File: config.mk
export PLATFORM = sky130hd
export DESIGN_NAME = adc_moving_avg
export DESIGN_NICKNAME = d
export VERILOG_FILES = /design/src/rtl/adc_moving_avg.sv
export SDC_FILE = /design/constraint.sdc
export NUM_CORES = 1
export LEC_CHECK = 0
export CELL_PAD_IN_SITES_DETAIL_PLACEMENT = 1
export CELL_PAD_IN_SITES_GLOBAL_PLACEMENT = 1
export CORE_UTILIZATION = 30
export DETAILED_ROUTE_END_ITERATION = 12
export GPL_TIMING_DRIVEN = 1
export PLACE_DENSITY_LB_ADDON = 0.1
export SLEW_MARGIN = 15
export SYNTH_ARGS = -nofsm -noshare
export SYNTH_HDL_FRONTEND = slang
export SYNTH_SLANG_ARGS = --single-unit
File: constraint.sdc
create_clock -name clk -period 5.8 [get_ports clk]
set_clock_uncertainty 0.15 [all_clocks]
set_input_delay 1.16 -clock clk [delete_from_list [all_inputs] [get_ports clk]]
set_output_delay 1.16 -clock clk [all_outputs]
set_load 0.02 [all_outputs]
File: src/rtl/adc_moving_avg.sv
// Two-channel boxcar average over the last 2^LOG2N ADC samples.
// Each strobe updates a running sum incrementally from a circular buffer.
// T/L show the raw sample until the window has filled, then the window mean.
// Both outputs are registered and change one edge after the sample is absorbed.
module adc_moving_avg #(
   parameter int unsigned WIDTH = 8,
   parameter int unsigned LOG2N = 3
) (
   input  logic             clk,
   input  logic             reset,
   input  logic             clear,
   input  logic             sample_valid,
   input  logic [WIDTH-1:0] adc0_in,
   input  logic [WIDTH-1:0] adc1_in,
   output logic [WIDTH-1:0] T,
   output logic [WIDTH-1:0] L,
   output logic             avg_valid,
   output logic             primed
);

   localparam int unsigned N  = 1 << LOG2N;
   localparam int unsigned SW = WIDTH + LOG2N;
   localparam int unsigned FW = LOG2N + 1;

   logic [WIDTH-1:0] ram0 [N];
   logic [WIDTH-1:0] ram1 [N];

   logic [SW-1:0]    sum0, sum1;
   logic [SW-1:0]    sum0_nxt_c, sum1_nxt_c;
   logic [WIDTH-1:0] oldest0_c, oldest1_c;
   logic [LOG2N-1:0] wr_ptr;
   logic [FW-1:0]    fill;
   logic             pend;
   logic [WIDTH-1:0] cap0, cap1;
   logic             take_c;

   // Evicted sample is only meaningful once the window is full.
   always_comb begin
      take_c     = sample_valid & ~clear;
      oldest0_c  = '0;
      oldest1_c  = '0;
      if (primed) begin
         oldest0_c = ram0[wr_ptr];
         oldest1_c = ram1[wr_ptr];
      end
      sum0_nxt_c = sum0 + SW'(adc0_in) - SW'(oldest0_c);
      sum1_nxt_c = sum1 + SW'(adc1_in) - SW'(oldest1_c);
   end

   // Sample buffer: not reset, masked by primed until fully written.
   always_ff @(posedge clk) begin
      if (take_c) begin
         ram0[wr_ptr] <= adc0_in;
         ram1[wr_ptr] <= adc1_in;
      end
   end

   // Window bookkeeping, capture of the raw sample, and output stage.
   always_ff @(posedge clk or posedge reset) begin
      if (reset) begin
         sum0      <= '0;
         sum1      <= '0;
         wr_ptr    <= '0;
         fill      <= '0;
         primed    <= 1'b0;
         pend      <= 1'b0;
         cap0      <= '0;
         cap1      <= '0;
         T         <= '0;
         L         <= '0;
         avg_valid <= 1'b0;
      end else begin
         // Output stage consumes the strobe absorbed on the previous edge.
         avg_valid <= pend;
         if (pend) begin
            if (primed) begin
               T <= WIDTH'(sum0 >> LOG2N);
               L <= WIDTH'(sum1 >> LOG2N);
            end else begin
               T <= cap0;
               L <= cap1;
            end
         end

         // Window update; clear wins and discards a coincident strobe.
         if (clear) begin
            sum0   <= '0;
            sum1   <= '0;
            wr_ptr <= '0;
            fill   <= '0;
            primed <= 1'b0;
            pend   <= 1'b0;
         end else if (sample_valid) begin
            sum0   <= sum0_nxt_c;
            sum1   <= sum1_nxt_c;
            wr_ptr <= wr_ptr + LOG2N'(1);
            cap0   <= adc0_in;
            cap1   <= adc1_in;
            pend   <= 1'b1;
            if (fill != FW'(N)) begin
               fill <= fill + FW'(1);
            end
            if (fill == FW'(N - 1)) begin
               primed <= 1'b1;
            end
         end else begin
            pend <= 1'b0;
         end
      end
   end

endmodule

==> run_results.csv <==
group,metric,value,unit
die,pin_count,38,
worst_setup_path,worstPathMaxFanout,29,
synthesis,synth.distinct_cells,52,
global_routing,grt_max_degree,44,
worst_setup_path,cp_common_cell,"nor2b_1",
die,placementRows,63,
clocking,clk_latency,0.45,ns
clocking,htreeDepth,4,
synthesis,ys_warn_count,0,
global_routing,antenna_found_initial,0,
layout,n_antenna_cell,0,
power,leakage,3.937,nW
layout,final_layout_size_suffix_gt1_share,13.97,%
place,dpl.hpwl,15.43,mm
place,place_inst,1081,
sta,hold_violations,0,
run_status,run_status,"complete, no violations",
layout,fin_cells,1113,
worst_setup_path,cp-end-kind,"register",
sta,fin_crit,4.432,ns
global_routing,grt_pass1_wl,35.27,mm
global_routing,grt_overflow,0,
routing,wirelength,21.97,mm
synthesis,synth_edf_count,128,
routing,vias_per_cell,4.765,
place,portBuffers,37,
synthesis,syn_nets,728,
worst_setup_path,critPathKind,"reg -> reg",
routing,ant_nets,0,
synthesis,seq_area_frac_synth,59.54,%
routing,wl_per_cell,19.74,µm
clocking,cts_buffers,17,
clocking,clock-sinks,192,
routing,drtIter0Drc,254,
routing,num_vias,5303,
routing,drc,0,
power,power.density,355.7,nW/µm²
synthesis,netlist_area,9145,µm²
sta,slew_viol_final,0,
worst_setup_path,slowest_delay,1.00,ns
layout,postLayoutCoreUtil,35.72,%
clocking,clk_path_buf_depth,2,
sta,setup_tns,0,ns
clocking,cts_hold_buf,0,
worst_setup_path,cp_slowest_cell,"dfrtp_2",
global_routing,grt_pass1_vias,5862,
routing,drtPass1Iterations,4,
die,die-area,31190,µm²
clocking,post_cts.resized_instances,0,
sta,tightestPinTransition,1.002,ns
sta,grt_setup_unrepaired,"false",
synthesis,synthFlopType,"edfxtp_1",
sta,clock.fmax,225.7,MHz
synthesis,ys_ff_latch,192,
worst_setup_path,critPathRequiredTime,5.98,ns
place,gp_congestion,0.7282,
sta,setup_viol,0,
worst_setup_path,crit_arrival,4.61,ns
synthesis,synth_cells,667,
die,die_x,176.6,µm
min_path,hp-class,"reg -> reg",
sta,period_share,76.41,%
worst_setup_path,crit_chain,"buf_4 > mux4_2 > mux2i_1 > nor2b_1 > fa_1 > inv_1 > ha_1 > nor2b_1 > o31ai_2 > a21oi_1 > or3_1 > a32o_1",
worst_setup_path,startpoint_type,"register",
run,drv_cap,0,
die,core_area,29800,µm²
sta,relSlewSlack,33.18,%
die,start_util,30.69,%
power,irDropWorstVdd,172.1,µV
clocking,cts_root_buf,"clkbuf_16",
clocking,cts_setup_buffers,0,
clocking,path_clk_slew,0.08,ns
layout,syn_to_final_growth,16.39,%
layout,nNetsFinal,771,
global_routing,groute.usage.overall,15.29,%
clocking,cts_tree,"yes",
synthesis,syn_avg_cell_area,13.71,µm²
synthesis,async_flop_share,33.33,%
die,fp.dieH,176.6,µm
-- routing by layer --
layer | global-route usage [%] | vias up | routed length, µm
met1 | 20.81 | 2707 | 10700
li1 | - | 2496 | -
met5 | 0 | - | 0
met2 | 25.28 | 76 | 10490
met3 | 2.132 | 24 | 452
met4 | 4.562 | 0 | 334
-- power by group --
part | internal (mW) | switching, mW
registers | 1.55 | 0.0832
clock network | 0.667 | 0.593
logic | 0.397 | 0.493
total | 2.62 | 1.17
-- worst paths after layout --
check / start / endpoint / slack [ns] / depth (start not counted)
max in group asynchronous: reset / T[5] / 3.49 / 3
worst min-delay path: cap0[0] / cap0[0] / 0.33 / 2
worst max register to register: wr_ptr[0] / sum0[8] / 1.37 / 12
worst min register to register: cap0[0] / cap0[0] / 0.33 / 2
min in group asynchronous: reset / L[5] / 1.12 / 2
worst max-delay path: wr_ptr[0] / sum0[8] / 1.37 / 12
-- state kept, by name (all words and copies together) (netlist names), 4 cells and up --
signal and flops:
ram0 64, L 8, fill 4, ram1 64, T 8, sum0 11
sum1 11, cap1 8, cap0 8
-- cell type report --
type	instances	area, µm²
clock buffer	18	429.2
clock inverter	14	207.7
fill	3148	19150
inverter	74	277.8
multi-input combinational	370	3294
sequential	192	5446
tap	390	488.0
timing repair buffer	55	500.5
-- layout by cell type (no fill, tap or decap), types with 3 or more instances in the layout --
cell type / synthesis / layout
edfxtp_1: 128 / 128
inv_1: 73 / 72
dfrtp_1: 64 / 63
nor2_1: 41 / 41
mux2i_1: 40 / 40
clkdlybuf4s50_1: 0 / 36
a21oi_1: 34 / 34
nand2_1: 32 / 32
mux4_2: 32 / 32
o21ai_0: 25 / 25
ha_1: 25 / 25
buf_4: 3 / 18
nor2b_1: 17 / 17
clkbuf_16: 0 / 17
fa_1: 16 / 16
nand2b_1: 11 / 11
nand4_1: 9 / 9
xnor2_1: 8 / 8
nand3b_1: 8 / 8
a21o_1: 7 / 7
nand3_1: 6 / 6
or3_1: 6 / 6
clkinv_8: 0 / 5
o21a_1: 4 / 4
nor3_2: 0 / 4
nor3b_1: 4 / 4
inv_6: 0 / 4
o31ai_1: 3 / 3
-- stage by stage --
step | area [µm²] | setup slack (ns) | power, mW | hold slack [ns]
CTS | 10640 | 1.257 | 3.839 | 0.3355
global route | 10640 | 0.9593 | 4.007 | 0.3552
floorplan | 9145 | 1.993 | 2.315 | 0.2776
finish | 10640 | 1.368 | 3.786 | 0.3308
detailed placement | 10010 | 1.296 | 2.569 | 0.3167
global placement | 10010 | 1.317 | 2.552 | 0.3135
-- synth_stat cells, types with 8 or more instances --
| master | count | share of area [%] |
|---|---|---|
| buf_2 | 9 | 0.49 |
| nor2_1 | 41 | 1.7 |
| nand2_1 | 32 | 1.3 |
| mux2i_1 | 40 | 4.4 |
| fa_1 | 16 | 3.5 |
| mux4_2 | 32 | 7.9 |
| nand2b_1 | 11 | 0.75 |
| inv_1 | 73 | 3.0 |
| nand4_1 | 9 | 0.62 |
| edfxtp_1 | 128 | 42 |
| nor2b_1 | 17 | 1.2 |
| o21ai_0 | 25 | 1.4 |
| clkbuf_1 | 16 | 0.66 |
| dfrtp_1 | 64 | 18 |
| ha_1 | 25 | 3.4 |
| xnor2_1 | 8 | 0.77 |
| nand3b_1 | 8 | 0.66 |
| a21oi_1 | 34 | 1.9 |
-- cells by family (layout without fill, tap and decap cells) --
family	Yosys count	after routing	synth area share [%]
flops	192	192	59.54
compound gates	102	102	7.566
buf+inv	105	161	4.720
xor+xnor	9	9	0.8620
simple gates	146	146	8.127
fa+ha+maj	41	41	6.923
mux	72	72	12.26
-- critical path, delay by kind of cell, from the launching register on --
family / cells / cell delay [ns]
flip-flops: 1 / 1.00
adder cells (fa/ha/maj): 2 / 0.82
multiplexers: 2 / 0.72
AO/OA/AOI/OAI: 3 / 0.61
AND/OR/NAND/NOR: 3 / 0.59
buffers and inverters: 2 / 0.41
Power figures use the tool's default switching activity.
